## src/rtl/dw_add_pipe_pkg.sv

```systemverilog
// rtl/dw_add_pipe_pkg.sv - shared op encoding and segment geometry for the segmented adder
package dw_add_pipe_pkg;

    typedef enum logic [1:0] {
        OP_ADD  = 2'b00,
        OP_SUB  = 2'b01,
        OP_ADDK = 2'b10,
        OP_INC  = 2'b11
    } op_e;

    function automatic int seg_width(input int width, input int stages);
        return (width + stages - 1) / stages;
    endfunction

    // Lowest bit of segment k, clamped so trailing segments may be empty.
    function automatic int seg_lo(input int k, input int sw, input int width);
        return (k * sw < width) ? k * sw : width;
    endfunction

endpackage

```

## src/rtl/dw_add_seg.sv

```systemverilog
// rtl/dw_add_seg.sv - one registered carry segment of the pipelined adder
module dw_add_seg
    import dw_add_pipe_pkg::*;
#(
    parameter int SW = 4
) (
    input  logic          clk,
    input  logic          rst,
    input  logic          load,
    input  logic          in_valid,
    input  logic [SW-1:0] a,
    input  logic [SW-1:0] b,
    input  logic          ci,
    output logic          out_valid,
    output logic [SW-1:0] sum,
    output logic          co,
    output logic          ci_msb
);

    logic [SW:0]   total;
    logic          valid_d, valid_q;
    logic [SW-1:0] sum_d, sum_q;
    logic          co_d, co_q;
    logic          ci_msb_d, ci_msb_q;

    always_comb begin
        total    = {1'b0, a} + {1'b0, b} + {{SW{1'b0}}, ci};
        valid_d  = valid_q;
        sum_d    = sum_q;
        co_d     = co_q;
        ci_msb_d = ci_msb_q;
        if (load) begin
            valid_d  = in_valid;
            sum_d    = total[SW-1:0];
            co_d     = total[SW];
            // carry into the top bit recovered from its sum and operand bits
            ci_msb_d = total[SW-1] ^ a[SW-1] ^ b[SW-1];
        end
    end

    always_ff @(posedge clk) begin
        if (rst) begin
            valid_q  <= 1'b0;
            sum_q    <= '0;
            co_q     <= 1'b0;
            ci_msb_q <= 1'b0;
        end else begin
            valid_q  <= valid_d;
            sum_q    <= sum_d;
            co_q     <= co_d;
            ci_msb_q <= ci_msb_d;
        end
    end

    assign out_valid = valid_q;
    assign sum       = sum_q;
    assign co        = co_q;
    assign ci_msb    = ci_msb_q;

endmodule

```

## src/rtl/dw_add_pipe.sv

```systemverilog
// rtl/dw_add_pipe.sv - elastic carry-segmented pipelined adder/subtractor
module dw_add_pipe
    import dw_add_pipe_pkg::*;
#(
    parameter int               WIDTH  = 8,
    parameter int               STAGES = 2,
    parameter logic [WIDTH-1:0] CONST  = 5
) (
    input  logic             clk,
    input  logic             rst,
    input  logic             in_valid,
    output logic             in_ready,
    input  logic [WIDTH-1:0] in_a,
    input  logic [WIDTH-1:0] in_b,
    input  logic             in_ci,
    input  logic [1:0]       in_op,
    output logic             out_valid,
    input  logic             out_ready,
    output logic [WIDTH-1:0] out_sum,
    output logic             out_co,
    output logic             out_ovf
);

    localparam int SW = seg_width(WIDTH, STAGES);

    function automatic logic [WIDTH-1:0] seg_mask(input int k);
        logic [WIDTH-1:0] m;
        m = '0;
        for (int i = 0; i < WIDTH; i++) begin
            if (i >= seg_lo(k, SW, WIDTH) && i < seg_lo(k + 1, SW, WIDTH)) m[i] = 1'b1;
        end
        return m;
    endfunction

    logic [WIDTH-1:0]  b_eff;
    logic              ci_eff;
    logic [STAGES-1:0] load, v_in, c_in, cm_in, vld_o, co_o, cm_o;
    logic [WIDTH-1:0]  acc_in [STAGES];
    logic [WIDTH-1:0]  b_in [STAGES];
    logic [WIDTH-1:0]  acc_o [STAGES];
    logic [WIDTH-1:0]  seg_word [STAGES];
    logic [WIDTH-1:0]  acc_d [STAGES];
    logic [WIDTH-1:0]  acc_q [STAGES];
    logic [WIDTH-1:0]  b_d [STAGES];
    logic [WIDTH-1:0]  b_q [STAGES];

    always_comb begin
        b_eff  = in_b;
        ci_eff = in_ci;
        case (in_op)
            OP_SUB:  begin b_eff = ~in_b; ci_eff = !in_ci; end
            OP_ADDK: b_eff = CONST;
            OP_INC:  b_eff = '0;
            default: ;
        endcase
    end

    // A stage loads when empty or when its occupant moves on this edge.
    always_comb begin : ready_chain
        logic nxt;
        nxt = out_ready;
        for (int k = STAGES - 1; k >= 0; k--) begin
            load[k] = !vld_o[k] || nxt;
            nxt     = load[k];
        end
    end

    // acc words carry finished sum bits below the active segment and pending A bits above it.
    always_comb begin : stage_links
        for (int k = 0; k < STAGES; k++) begin
            acc_o[k] = (acc_q[k] & ~seg_mask(k)) | seg_word[k];
        end
        acc_in[0] = in_a;
        b_in[0]   = b_eff;
        v_in[0]   = in_valid;
        c_in[0]   = ci_eff;
        cm_in[0]  = 1'b0;
        for (int k = 1; k < STAGES; k++) begin
            acc_in[k] = acc_o[k-1];
            b_in[k]   = b_q[k-1];
            v_in[k]   = vld_o[k-1];
            c_in[k]   = co_o[k-1];
            cm_in[k]  = cm_o[k-1];
        end
        for (int k = 0; k < STAGES; k++) begin
            acc_d[k] = load[k] ? acc_in[k] : acc_q[k];
            b_d[k]   = load[k] ? b_in[k] : b_q[k];
        end
    end

    always_ff @(posedge clk) begin
        for (int k = 0; k < STAGES; k++) begin
            if (rst) begin
                acc_q[k] <= '0;
                b_q[k]   <= '0;
            end else begin
                acc_q[k] <= acc_d[k];
                b_q[k]   <= b_d[k];
            end
        end
    end

    for (genvar k = 0; k < STAGES; k++) begin : g_stage
        localparam int LO = seg_lo(k, SW, WIDTH);
        localparam int HI = seg_lo(k + 1, SW, WIDTH);

        if (HI > LO) begin : g_seg
            logic [HI-LO-1:0] seg_sum;

            dw_add_seg #(.SW(HI - LO)) u_seg (
                .clk       (clk),
                .rst       (rst),
                .load      (load[k]),
                .in_valid  (v_in[k]),
                .a         (acc_in[k][HI-1:LO]),
                .b         (b_in[k][HI-1:LO]),
                .ci        (c_in[k]),
                .out_valid (vld_o[k]),
                .sum       (seg_sum),
                .co        (co_o[k]),
                .ci_msb    (cm_o[k])
            );

            assign seg_word[k] = WIDTH'(seg_sum) << LO;
        end else begin : g_pass
            // Empty trailing segment when WIDTH/STAGES rounds up: just carry the flags along.
            logic v_d, v_q, c_d, c_q, m_d, m_q;

            always_comb begin
                v_d = v_q;
                c_d = c_q;
                m_d = m_q;
                if (load[k]) begin
                    v_d = v_in[k];
                    c_d = c_in[k];
                    m_d = cm_in[k];
                end
            end

            always_ff @(posedge clk) begin
                if (rst) begin
                    v_q <= 1'b0;
                    c_q <= 1'b0;
                    m_q <= 1'b0;
                end else begin
                    v_q <= v_d;
                    c_q <= c_d;
                    m_q <= m_d;
                end
            end

            assign vld_o[k]    = v_q;
            assign co_o[k]     = c_q;
            assign cm_o[k]     = m_q;
            assign seg_word[k] = '0;
        end
    end

    assign in_ready  = load[0];
    assign out_valid = vld_o[STAGES-1];
    assign out_sum   = acc_o[STAGES-1];
    assign out_co    = co_o[STAGES-1];
    assign out_ovf   = co_o[STAGES-1] ^ cm_o[STAGES-1];

endmodule
```

## config.mk

```make
export PLATFORM = sky130hd
export DESIGN_NAME = dw_add_pipe
export DESIGN_NICKNAME = d
export VERILOG_FILES = /design/src/rtl/dw_add_pipe_pkg.sv /design/src/rtl/dw_add_seg.sv /design/src/rtl/dw_add_pipe.sv
export SDC_FILE = /design/constraint.sdc
export NUM_CORES = 1
export LEC_CHECK = 0
export CORE_ASPECT_RATIO = 0.75
export CORE_MARGIN = 10
export CORE_UTILIZATION = 48
export CTS_CLUSTER_DIAMETER = 80
export DETAILED_ROUTE_END_ITERATION = 8
export PLACE_DENSITY = 0.75
export SYNTH_ARGS = -nofsm -noshare
export SYNTH_HDL_FRONTEND = slang
export SYNTH_SLANG_ARGS = --single-unit
export TNS_END_PERCENT = 100
```

## constraint.sdc

```tcl
create_clock -name clk -period 2.52 [get_ports clk]
set_input_delay 0.504 -clock clk [delete_from_list [all_inputs] [get_ports clk]]
set_output_delay 0.504 -clock clk [all_outputs]
set_load 0.01 [all_outputs]
```

==> impl_metrics.ini <==
[critical_path]
cp_data_required_time_ns = 2.69
start_kind = input pin
crit_fanout = 4
rr_startpoint = acc_q[0][4]$_SDFFE_PP0P_
worst-setup-path-type = input pin to register
timing.rr.end = g_stage[1].g_seg.u_seg.ci_msb$_SDFFE_PP0P_
r2r_slack_ns = 0.55
startpoint = in_op[1]
cp-endpoint = g_stage[0].g_seg.u_seg.co$_SDFFE_PP0P_
end_kind = register
reg2regPathDepth = 5
crit_arrival_ns = 2.57

[clock_network]
cts_htree_levels = 1
clk_pin_slew_ns = 0.10
post_cts_buffers = 0
postCtsHoldBufs = 0
cts.sinks = 25
clk_path_buf_depth = 2
cts_made_buffers = 3
cts_tree = done
clk_latency_ns = 0.28
cts-root-buf = clkbuf_8
post_cts_resized = 0

[floorplan]
core_um2 = 2620
num_rows = 16
initial_core_util_pct = 50.7
dieArea_um2 = 5300
pin_count = 35
fp.dieW_um = 80.8
die-height_um = 65.6

[min_path]
worstHoldPathCells = 2
min_path_type = register to register

[power]
p_int_mw = 0.686
power.switching_mw = 0.260
p_clk_share_pct = 26.2
swShare_pct = 27.4
powerDensity_nw_per_um2 = 525
comb_power_share_pct = 25.8
p_leak_nw = 0.739
seq_power_share_pct = 48.0
vdd_ir_drop_max_mv = 0.413

[logic_synthesis]
syn_area_um2 = 1330
synth_common_cells = nand2_1, dfxtp_1, a21oi_1, nor2_1, xnor2_1
synth_top_area_cell = dfxtp_1
synth_area_leaders = dfxtp_1, nand2_1, xnor2_1
yosysMostFrequentCell = nand2_1
yosys.cell_types.count = 32
synth_top_area_share_pct = 37.6
ys_seq_area_share_pct = 37.6
syn_inst = 155
async_flop_share_pct = 0
synth_warnings = 0
ys_ff_latch = 25
avgSynthCellArea_um2 = 8.58
ys.flop_type = dfxtp_1
syn_nets = 188
synth_edf_count = 0

[sta]
maxSlewHeadroom_pct = 74.5
rsz0062_at_grt = false
setup_viol = 0
hold_viol_final = 0
fin_crit_sh_pct = 95.0
post-route-min-period_ns = 2.39
tightest_slew_ns = 0.382
slew_viol_final = 0
skew_ns = 0.00802
clock.fmax_mhz = 418

[final_layout]
num_antenna_cells = 0
fill_cells = 227
final_util_pct = 68.7
area_growth_pct = 35.5
fin_area_um2 = 1800
final_cells = 231
final_nets = 229
final_layout_size_suffix_gt1_share_pct = 11.3

[flow_run]
cap_violations = 0

[detailed_routing]
viasPerCell = 5.00
routed_wl_um = 3060
drc = 0
vias = 1156
routedWlPerCell_um = 13.2
drtPass1Iterations = 4
drtIter0Drc = 53
detail-route-antenna-nets = 0

[grt]
grt_pass1_vias = 1181
grt_overflow = 0
antenna_found_initial = 0
grt_pass1_wl_um = 5060
track_usage_pct = 12.0
grt_start_max_net_pins = 19

[place]
hpwl_um = 2510
post-place-cells = 227
place_congestion = 0.801
place_area_um2 = 1750
portBuffers = 34

[run_status]
outcome = finished, final reports clean
-- worst min path at each step --
| stage | startpoint | slack, ns | to |
|---|---|---|---|
| CTS | acc_q[1][3]$_SDFFE_PP0P_ | 0.46 | acc_q[1][3]$_SDFFE_PP0P_ |
| finish | g_stage[0].g_seg.u_seg.sum[1]$_SDFFE_PP0P_ | 0.46 | g_stage[0].g_seg.u_seg.sum[1]$_SDFFE_PP0P_ |
| global route | acc_q[1][3]$_SDFFE_PP0P_ | 0.47 | acc_q[1][3]$_SDFFE_PP0P_ |
| detailed placement | acc_q[1][3]$_SDFFE_PP0P_ | 0.45 | acc_q[1][3]$_SDFFE_PP0P_ |
| floorplan | g_stage[0].g_seg.u_seg.out_valid$_SDFFE_PP0P_ | 0.43 | g_stage[1].g_seg.u_seg.out_valid$_SDFFE_PP0P_ |
| global placement | acc_q[1][1]$_SDFFE_PP0P_ | 0.44 | acc_q[1][1]$_SDFFE_PP0P_ |
-- through the flow --
step / TNS [ns] / hold slack, ns / setup slack [ns] / power [mW]
3_5_place_dp: -0.490 / 0.447 / -0.245 / 0.707
4_1_cts: 0 / 0.460 / 0.0584 / 0.949
5_1_grt: 0 / 0.469 / 0.00713 / 0.990
2_1_floorplan: 0 / 0.432 / 0.189 / 0.592
6_report: 0 / 0.457 / 0.126 / 0.946
3_3_place_gp: -0.236 / 0.439 / -0.144 / 0.698
-- cells by family (layout without fill, tap and decap cells) --
logic type | count (synthesis) | count (layout) | synth area share (%)
AOI/OAI and AO/OA | 29 | 29 | 13.5
xor gates and xnor gates | 13 | 13 | 8.56
adders and majority gates | 10 | 10 | 11.7
buffers and inverters | 15 | 55 | 5.55
DFF | 25 | 25 | 37.6
muxes | 2 | 2 | 1.60
and+or+nand+nor | 61 | 61 | 21.5
-- flip-flops by register name (all words and copies together) (netlist names) --
name                           cells
acc_q                              8
g_stage.g_seg.u_seg.sum            8
b_q                                4
g_stage.g_seg.u_seg.co             2
g_stage.g_seg.u_seg.out_valid      2
g_stage.g_seg.u_seg.ci_msb         1
-- routing by layer --
| metal | wire length (um) | track usage [%] | share of wire [%] | up-vias |
|---|---|---|---|---|
| met5 | 0 | 0 | 0 | - |
| met4 | 32 | 3.88 | 1.0 | 0 |
| met3 | 138 | 4.08 | 4.5 | 4 |
| met2 | 1560 | 21.6 | 51 | 20 |
| met1 | 1320 | 12.8 | 43 | 538 |
| li1 | - | - | - | 594 |
-- final cells by class --
cell class / instances / area (um^2) / area share, %
inverter: 5 / 18.8 / 1.04
sequential: 25 / 500 / 27.8
timing repair buffer: 46 / 430 / 23.9
multi-input combinational: 115 / 758 / 42.1
clock buffer: 3 / 41.3 / 2.29
tap: 36 / 45.0 / 2.50
clock inverter: 1 / 7.51 / 0.417
-- layout by cell type, fill, tap and decap left out, types with 3 or more instances in the layout --
cell / netlist / layout
a21oi_1: 17 / 17
xnor2_1: 10 / 10
inv_1: 4 / 4
xor2_1: 3 / 3
buf_4: 1 / 12
clkdlybuf4s50_1: 0 / 34
nand3_1: 3 / 3
nand2_1: 26 / 26
clkbuf_8: 0 / 3
nor2_1: 15 / 15
ha_1: 6 / 6
or3_1: 4 / 4
nor2b_1: 3 / 3
a21o_1: 3 / 3
fa_1: 4 / 3
dfxtp_1: 25 / 25
a211oi_1: 4 / 4
-- worst max-delay path: stages --
cell and delay, ns:
clkdlybuf4s50_1 0.45, nand2b_1 0.18, xnor2_1 0.14, fa_2 0.38, fa_1 0.39, a21o_1 0.19
a211oi_1 0.25, nor3_1 0.07
-- power groups by stage --
stage               clock [mW]  combinational (mW)  sequential, mW
detailed placement           0               0.244           0.463
floorplan                    0               0.127           0.466
finish                   0.248               0.244           0.454
global route             0.263               0.268           0.458
global placement             0               0.237           0.461
CTS                      0.249               0.246           0.454
Note: power is estimated with default switching activity, not from simulation.
